$ cat config.mk
export PLATFORM = sky130hd
export DESIGN_NAME = decrypt_flat
export DESIGN_NICKNAME = d
export VERILOG_FILES = /design/src/rtl/decrypt_if.sv /design/src/rtl/decrypt.sv /design/src/flat_wrapper.sv
export SDC_FILE = /design/constraint.sdc
export NUM_CORES = 1
export LEC_CHECK = 0
export ABC_AREA = 1
export CAP_MARGIN = 40
export CORE_UTILIZATION = 49
export CTS_CLUSTER_DIAMETER = 120
export CTS_CLUSTER_SIZE = 30
export DETAILED_ROUTE_END_ITERATION = 7
export PLACE_DENSITY_LB_ADDON = 0.12
export SLEW_MARGIN = 20
export SYNTH_ARGS = -nofsm -noshare
export SYNTH_HDL_FRONTEND = slang
export SYNTH_SLANG_ARGS = --single-unit
$ cat constraint.sdc
create_clock -name clk -period 4.2 [get_ports clk]
set_clock_uncertainty 0.05 [all_clocks]
set_input_delay 0.63 -clock clk [delete_from_list [all_inputs] [get_ports clk]]
set_output_delay 0.63 -clock clk [all_outputs]
set_load 0.01 [all_outputs]
$ cat src/rtl/decrypt_if.sv
// Ciphertext-in / plaintext-out handshake bundle for the decrypt block.
// The slave modport is the decrypt side; the master modport drives ciphertext and consumes plaintext.
interface decrypt_if #(
    parameter int PLAINTEXT_WIDTH  = 6,
    parameter int DIMENSION        = 1,
    parameter int CIPHERTEXT_WIDTH = 21
);
    logic                                  in_valid;
    logic                                  in_ready;
    logic [CIPHERTEXT_WIDTH-1:0]           ct_word;
    logic [DIMENSION*CIPHERTEXT_WIDTH-1:0] secretkey;
    logic                                  out_valid;
    logic                                  out_ready;
    logic [PLAINTEXT_WIDTH-1:0]            plaintext;

    modport slave (
        input  in_valid, ct_word, secretkey, out_ready,
        output in_ready, out_valid, plaintext
    );

    modport master (
        output in_valid, ct_word, secretkey, out_ready,
        input  in_ready, out_valid, plaintext
    );
endinterface

$ cat src/rtl/decrypt.sv
// LWE-style decryption: accumulates sum(a_i*s_i) mod q over n words, then
// rounds (b - acc) mod q down to a log2(p)-bit plaintext held until consumed.
module decrypt #(
    parameter int PLAINTEXT_MODULUS  = 64,
    parameter int PLAINTEXT_WIDTH    = 6,
    parameter int DIMENSION          = 1,
    parameter int CIPHERTEXT_MODULUS = 1024,
    parameter int CIPHERTEXT_WIDTH   = 21
) (
    input  logic      clk,
    input  logic      rst,
    decrypt_if.slave  bus
);
    localparam int LOG_Q  = $clog2(CIPHERTEXT_MODULUS);
    localparam int LOG_QP = $clog2(CIPHERTEXT_MODULUS / PLAINTEXT_MODULUS);
    localparam int IDX_W  = $clog2(DIMENSION + 1);
    localparam int HALF   = CIPHERTEXT_MODULUS / (2 * PLAINTEXT_MODULUS);

    typedef enum logic {ACCUM, OUT} state_t;

    state_t                     state_reg, state_next;
    logic [IDX_W-1:0]           idx_reg, idx_next;
    logic [LOG_Q-1:0]           acc_reg, acc_next;
    logic [LOG_Q-1:0]           key_reg  [DIMENSION];
    logic [LOG_Q-1:0]           key_next [DIMENSION];
    logic [LOG_Q-1:0]           live_key [DIMENSION];
    logic [PLAINTEXT_WIDTH-1:0] pt_reg, pt_next;

    logic [LOG_Q-1:0] a_mod;
    logic [LOG_Q-1:0] s_sel;
    logic [LOG_Q-1:0] prod;
    logic [LOG_Q-1:0] diff;
    logic [LOG_Q-1:0] rounded;
    logic             unused_bits;

    // Only the low log2(q) bits of any word or key element ever matter.
    generate
        for (genvar gi = 0; gi < DIMENSION; gi++) begin : g_key
            assign live_key[gi] = bus.secretkey[gi*CIPHERTEXT_WIDTH +: LOG_Q];
        end
    endgenerate

    assign a_mod       = bus.ct_word[LOG_Q-1:0];
    assign prod        = a_mod * s_sel;
    assign diff        = a_mod - acc_reg;
    assign rounded     = diff + LOG_Q'(HALF);
    assign unused_bits = ^{bus.ct_word, bus.secretkey};

    // s_0 comes straight from the port: the latched copy only exists from the next cycle.
    always_comb begin
        s_sel = '0;
        for (int i = 0; i < DIMENSION; i++) begin
            if (idx_reg == IDX_W'(i))
                s_sel = (idx_reg == '0) ? live_key[i] : key_reg[i];
        end
    end

    always_comb begin
        state_next    = state_reg;
        idx_next      = idx_reg;
        acc_next      = acc_reg;
        key_next      = key_reg;
        pt_next       = pt_reg;
        bus.in_ready  = (state_reg == ACCUM);
        bus.out_valid = (state_reg == OUT);
        case (state_reg)
            ACCUM: begin
                if (bus.in_valid) begin
                    if (idx_reg == IDX_W'(DIMENSION)) begin
                        pt_next    = PLAINTEXT_WIDTH'(rounded >> LOG_QP);
                        state_next = OUT;
                    end else begin
                        acc_next = acc_reg + prod;
                        idx_next = idx_reg + IDX_W'(1);
                        if (idx_reg == '0)
                            key_next = live_key;
                    end
                end
            end
            OUT: begin
                if (bus.out_ready) begin
                    state_next = ACCUM;
                    idx_next   = '0;
                    acc_next   = '0;
                end
            end
            default: state_next = ACCUM;
        endcase
    end

    always_ff @(posedge clk) begin
        if (rst) begin
            state_reg <= ACCUM;
            idx_reg   <= '0;
            acc_reg   <= '0;
            pt_reg    <= '0;
            key_reg   <= '{default: '0};
        end else begin
            state_reg <= state_next;
            idx_reg   <= idx_next;
            acc_reg   <= acc_next;
            pt_reg    <= pt_next;
            key_reg   <= key_next;
        end
    end

    assign bus.plaintext = pt_reg;
endmodule

$ cat src/flat_wrapper.sv
// flat-port wrapper written by rule: the top's interface ports become plain ports
module decrypt_flat 
#(
    parameter int PLAINTEXT_MODULUS  = 64,
    parameter int PLAINTEXT_WIDTH    = 6,
    parameter int DIMENSION          = 1,
    parameter int CIPHERTEXT_MODULUS = 1024,
    parameter int CIPHERTEXT_WIDTH   = 21
)
  (clk, rst, bus_in_valid, bus_ct_word, bus_secretkey, bus_out_ready, bus_in_ready, bus_out_valid, bus_plaintext);
  decrypt_if #(.PLAINTEXT_WIDTH(PLAINTEXT_WIDTH), .DIMENSION(DIMENSION), .CIPHERTEXT_WIDTH(CIPHERTEXT_WIDTH)) bus_i ();
  input  logic clk;
  input  logic rst;
  input wire logic [$bits(bus_i.in_valid)-1:0] bus_in_valid;
  input wire logic [$bits(bus_i.ct_word)-1:0] bus_ct_word;
  input wire logic [$bits(bus_i.secretkey)-1:0] bus_secretkey;
  input wire logic [$bits(bus_i.out_ready)-1:0] bus_out_ready;
  output wire logic [$bits(bus_i.in_ready)-1:0] bus_in_ready;
  output wire logic [$bits(bus_i.out_valid)-1:0] bus_out_valid;
  output wire logic [$bits(bus_i.plaintext)-1:0] bus_plaintext;
  assign bus_i.in_valid = bus_in_valid;
  assign bus_i.ct_word = bus_ct_word;
  assign bus_i.secretkey = bus_secretkey;
  assign bus_i.out_ready = bus_out_ready;
  assign bus_in_ready = bus_i.in_ready;
  assign bus_out_valid = bus_i.out_valid;
  assign bus_plaintext = bus_i.plaintext;
  decrypt #(.PLAINTEXT_MODULUS(PLAINTEXT_MODULUS), .PLAINTEXT_WIDTH(PLAINTEXT_WIDTH), .DIMENSION(DIMENSION), .CIPHERTEXT_MODULUS(CIPHERTEXT_MODULUS), .CIPHERTEXT_WIDTH(CIPHERTEXT_WIDTH)) u_core (.clk(clk), .rst(rst), .bus(bus_i));
endmodule
==> flow_summary.ini <==
[logic_synthesis]
syn-num-nets = 557
synth_area_sq_mm = 0.00304
synth_top_area_cell = fa_1
syn_avg_cell_area_sq_um = 6.93
synth-edff-count = 0
synth_cells = 438
ys.flop_type = dfxtp_1
post-synth-top-area-fraction_pct = 19.8
synthArstFlopShare_pct = 0
ys_ff_latch = 18
synth_cell_types = 33
yosysMostFrequentCell = inv_1
synthTopCellsByArea = fa_1 (20%), ha_1 (18%), inv_1 (13%)
synth_common_cells = inv_1 (106), nand2_1 (100), ha_1 (43)
yosysSeqAreaShare_pct = 11.9
yosysWarningCount = 0

[clocking]
htreeDepth = 1
cts_tree = done
insertion_delay_ps = 260
cts_root_buffer = clkbuf_8
clockBufferDepth = 2
cts_sinks = 18
cts.clk_slew.worst_paths_ps = 80
cts_buffers = 3

[sta]
rsz0062_at_grt = true
relSlewSlack_pct = 52.8
finalWorstSetupSlack_ps = -273
worstMarginPinSlew_ps = 706
post-route-min-period_ps = 4470
setup_tns_ps = -528
fin_crit_sh_pct = 106
slew_viol_final = 0
fmaxAchievable_ghz = 0.224
timing.hold.ws_ps = 419
hold_violations = 0
setup_violations = 3

[setup_path]
max_stage_delay_ps = 540
cp_slowest_cell = fa_1
critical-path-top-delay-family = adder cells
r2r_slack_ps = -220
path_cells = dlygate4sd2_1 -> inv_2 -> nor2_4 -> buf_4 -> nand2_2 -> fa_2 -> fa_1 -> inv_1 -> fa_1 -> fa_1 -> inv_1 -> fa_1 -> inv_2 -> ha_4 -> a21oi_2 -> o21ai_1 -> a31oi_1 -> inv_1 -> nand3_2 -> nand3_2 -> a21oi_2
rr_endpoint = u_core.acc_reg[9]$_SDFFE_PP0P_
reg2reg_from = u_core.idx_reg$_SDFFE_PP0P_
cpMostUsedCell = fa_1
cp_max_fo = 3
reg2reg_depth = 20
start_kind = input port
critPathArrivalTime_ps = 4610
endpoint_kind = flip-flop
path_buf_inv = 7
crit_required_ps = 4340
worstSetupPathType = input port to flip-flop

[final_layout]
largest_reg_flops = 10
design_area_sq_mm = 0.00420
drive_gt1_share_pct = 27.6
final_core_util_pct = 70.4
layout.nets = 652
syn2layout_area_growth_pct = 38.2
diodes = 0
final_cells = 607

[detailed_routing]
drtIter0Drc = 123
viasPerCell = 4.92
dr.pass1.iters = 4
routedWlPerCell_um = 12.6
num_vias = 2985
drc_errors = 0
routed_wl_mm = 7.67
antenna_left = 0

[grt]
grt_pass1_vias = 3012
grt_overflow_total = 0
grt_pass1_wl_mm = 13.1
grt_max_degree = 18
antenna_found_initial = 0
grt_usage_pct = 26.1

[pwr]
peakVddDrop_mv = 0.463
total_power_mw = 1.86
p_clk_share_pct = 8.1
pwr-share-comb_pct = 79.3
share_seq_of_total_power_pct = 12.6
p_per_area_mw_per_mm2 = 444
total_leakage_power_nw = 2.25
p_int_mw = 0.981
switchingPower_mw = 0.881
swShare_pct = 47.3

[die]
placementRows = 28
die_x_um = 80.7
dieArea_sq_mm = 0.00651
initial_utilization_pct = 51.0
pin_count = 54
core_sq_mm = 0.00596
die_h_um = 80.7

[worst_hold_path]
min_to = u_core.acc_reg[6]$_SDFFE_PP0P_
hold_path.startpoint = u_core.acc_reg[6]$_SDFFE_PP0P_
min_path_cells = 2
holdCritPathClass = flip-flop to flip-flop

[placed_design]
place_ws_ps = -951
dp_hpwl_mm = 6.43
numPortBuffers = 31
place.gp.congestion = 0.931
placed_area_sq_mm = 0.00391
dp.cells = 589

[run_status]
run_status = finished, violations left
violations = negative setup slack

[job]
cap_violations = 0
-- worst min-delay path: cells and delay by family, from the launching register on --
family | cells | cell delay, ps
AO/OA/AOI/OAI | 1 | 50
flip-flops | 1 | 320
AND/OR/NAND/NOR | 1 | 60
-- how the worst max path moves through the flow --
| stage | from | endpoint | slack, ps | depth (start not counted) |
|---|---|---|---|---|
| 2_1_floorplan | u_core.idx_reg$_SDFFE_PP0P_ | u_core.acc_reg[9]$_SDFFE_PP0P_ | -80 | 22 |
| 3_3_place_gp | bus_secretkey[3] | u_core.acc_reg[9]$_SDFFE_PP0P_ | -950 | 20 |
| 3_5_place_dp | bus_secretkey[3] | u_core.acc_reg[9]$_SDFFE_PP0P_ | -950 | 20 |
| 4_1_cts | u_core.idx_reg$_SDFFE_PP0P_ | u_core.acc_reg[9]$_SDFFE_PP0P_ | -280 | 20 |
| 5_1_grt | u_core.idx_reg$_SDFFE_PP0P_ | u_core.acc_reg[8]$_SDFFE_PP0P_ | -470 | 23 |
| 6_report | bus_secretkey[5] | u_core.acc_reg[9]$_SDFFE_PP0P_ | -270 | 21 |
-- area by class of cell --
type                            instances  area, sq um
Clock buffer                            4         55.1
Fill cell                             505         1760
Inverter                              111          447
Multi-Input combinational cell        304         2450
Sequential cell                        18          364
Tap cell                               75         93.8
Timing Repair Buffer                   95          786
-- cells in the final DEF, fill, tap and decap left out, drive strengths merged, types with 2 or more instances in the layout --
cell           count
inv              109
clkdlybuf4s50     17
buf               72
dfxtp             18
fa                30
clkbuf             5
a211oi             2
a21oi             21
a21boi             2
xnor2              5
nand3b             3
nand3             19
a31oi              3
dlygate4sd2        4
nand2            104
o21ai             11
xor2               4
ha                43
o21bai             2
clkinv             2
nand4              2
nor2              47
a21o               2
-- logic make-up (layout without fill, tap and decap cells) --
family                   count (synthesis)  count (layout)  share of synthesized area [%]
AO/OA/AOI/OAI                           45              45                           8.49
AND/OR/NAND/NOR                        177             177                           24.4
flip-flops                              18              18                           11.9
XOR/XNOR                                 9               9                           2.60
adder cells (fa/ha/maj)                 73              73                           37.5
buffers and inverters                  116             210                           15.1
-- routing by layer --
metal	GRT usage, %	part of all wire (%)
met4	5.36	1.6
met3	2.39	3.1
met5	0	0
met2	46.9	50
met1	33.9	46
-- power groups by stage --
stage	sequential, mW	combinational, mW	clock, mW
after detailed placement	0.238	1.37	0
after global placement	0.236	1.32	0
after global routing	0.239	1.68	0.162
final	0.235	1.48	0.151
after CTS	0.235	1.41	0.155
after floorplan	0.229	0.946	0
-- what timing repair did --
| item | CTS | global route |
|---|---|---|
| endpoints found under the setup margin | 6 | 6 |
| gates resized for setup | 59 | 38 |
| pin swaps | 18 | 28 |
| gates cloned | 0 | 0 |
| endpoints found under the hold margin | 0 | 0 |
| buffers inserted | 10 | 4 |
| hold buffers | 0 | 0 |
Note: power is estimated with default switching activity, not from simulation.
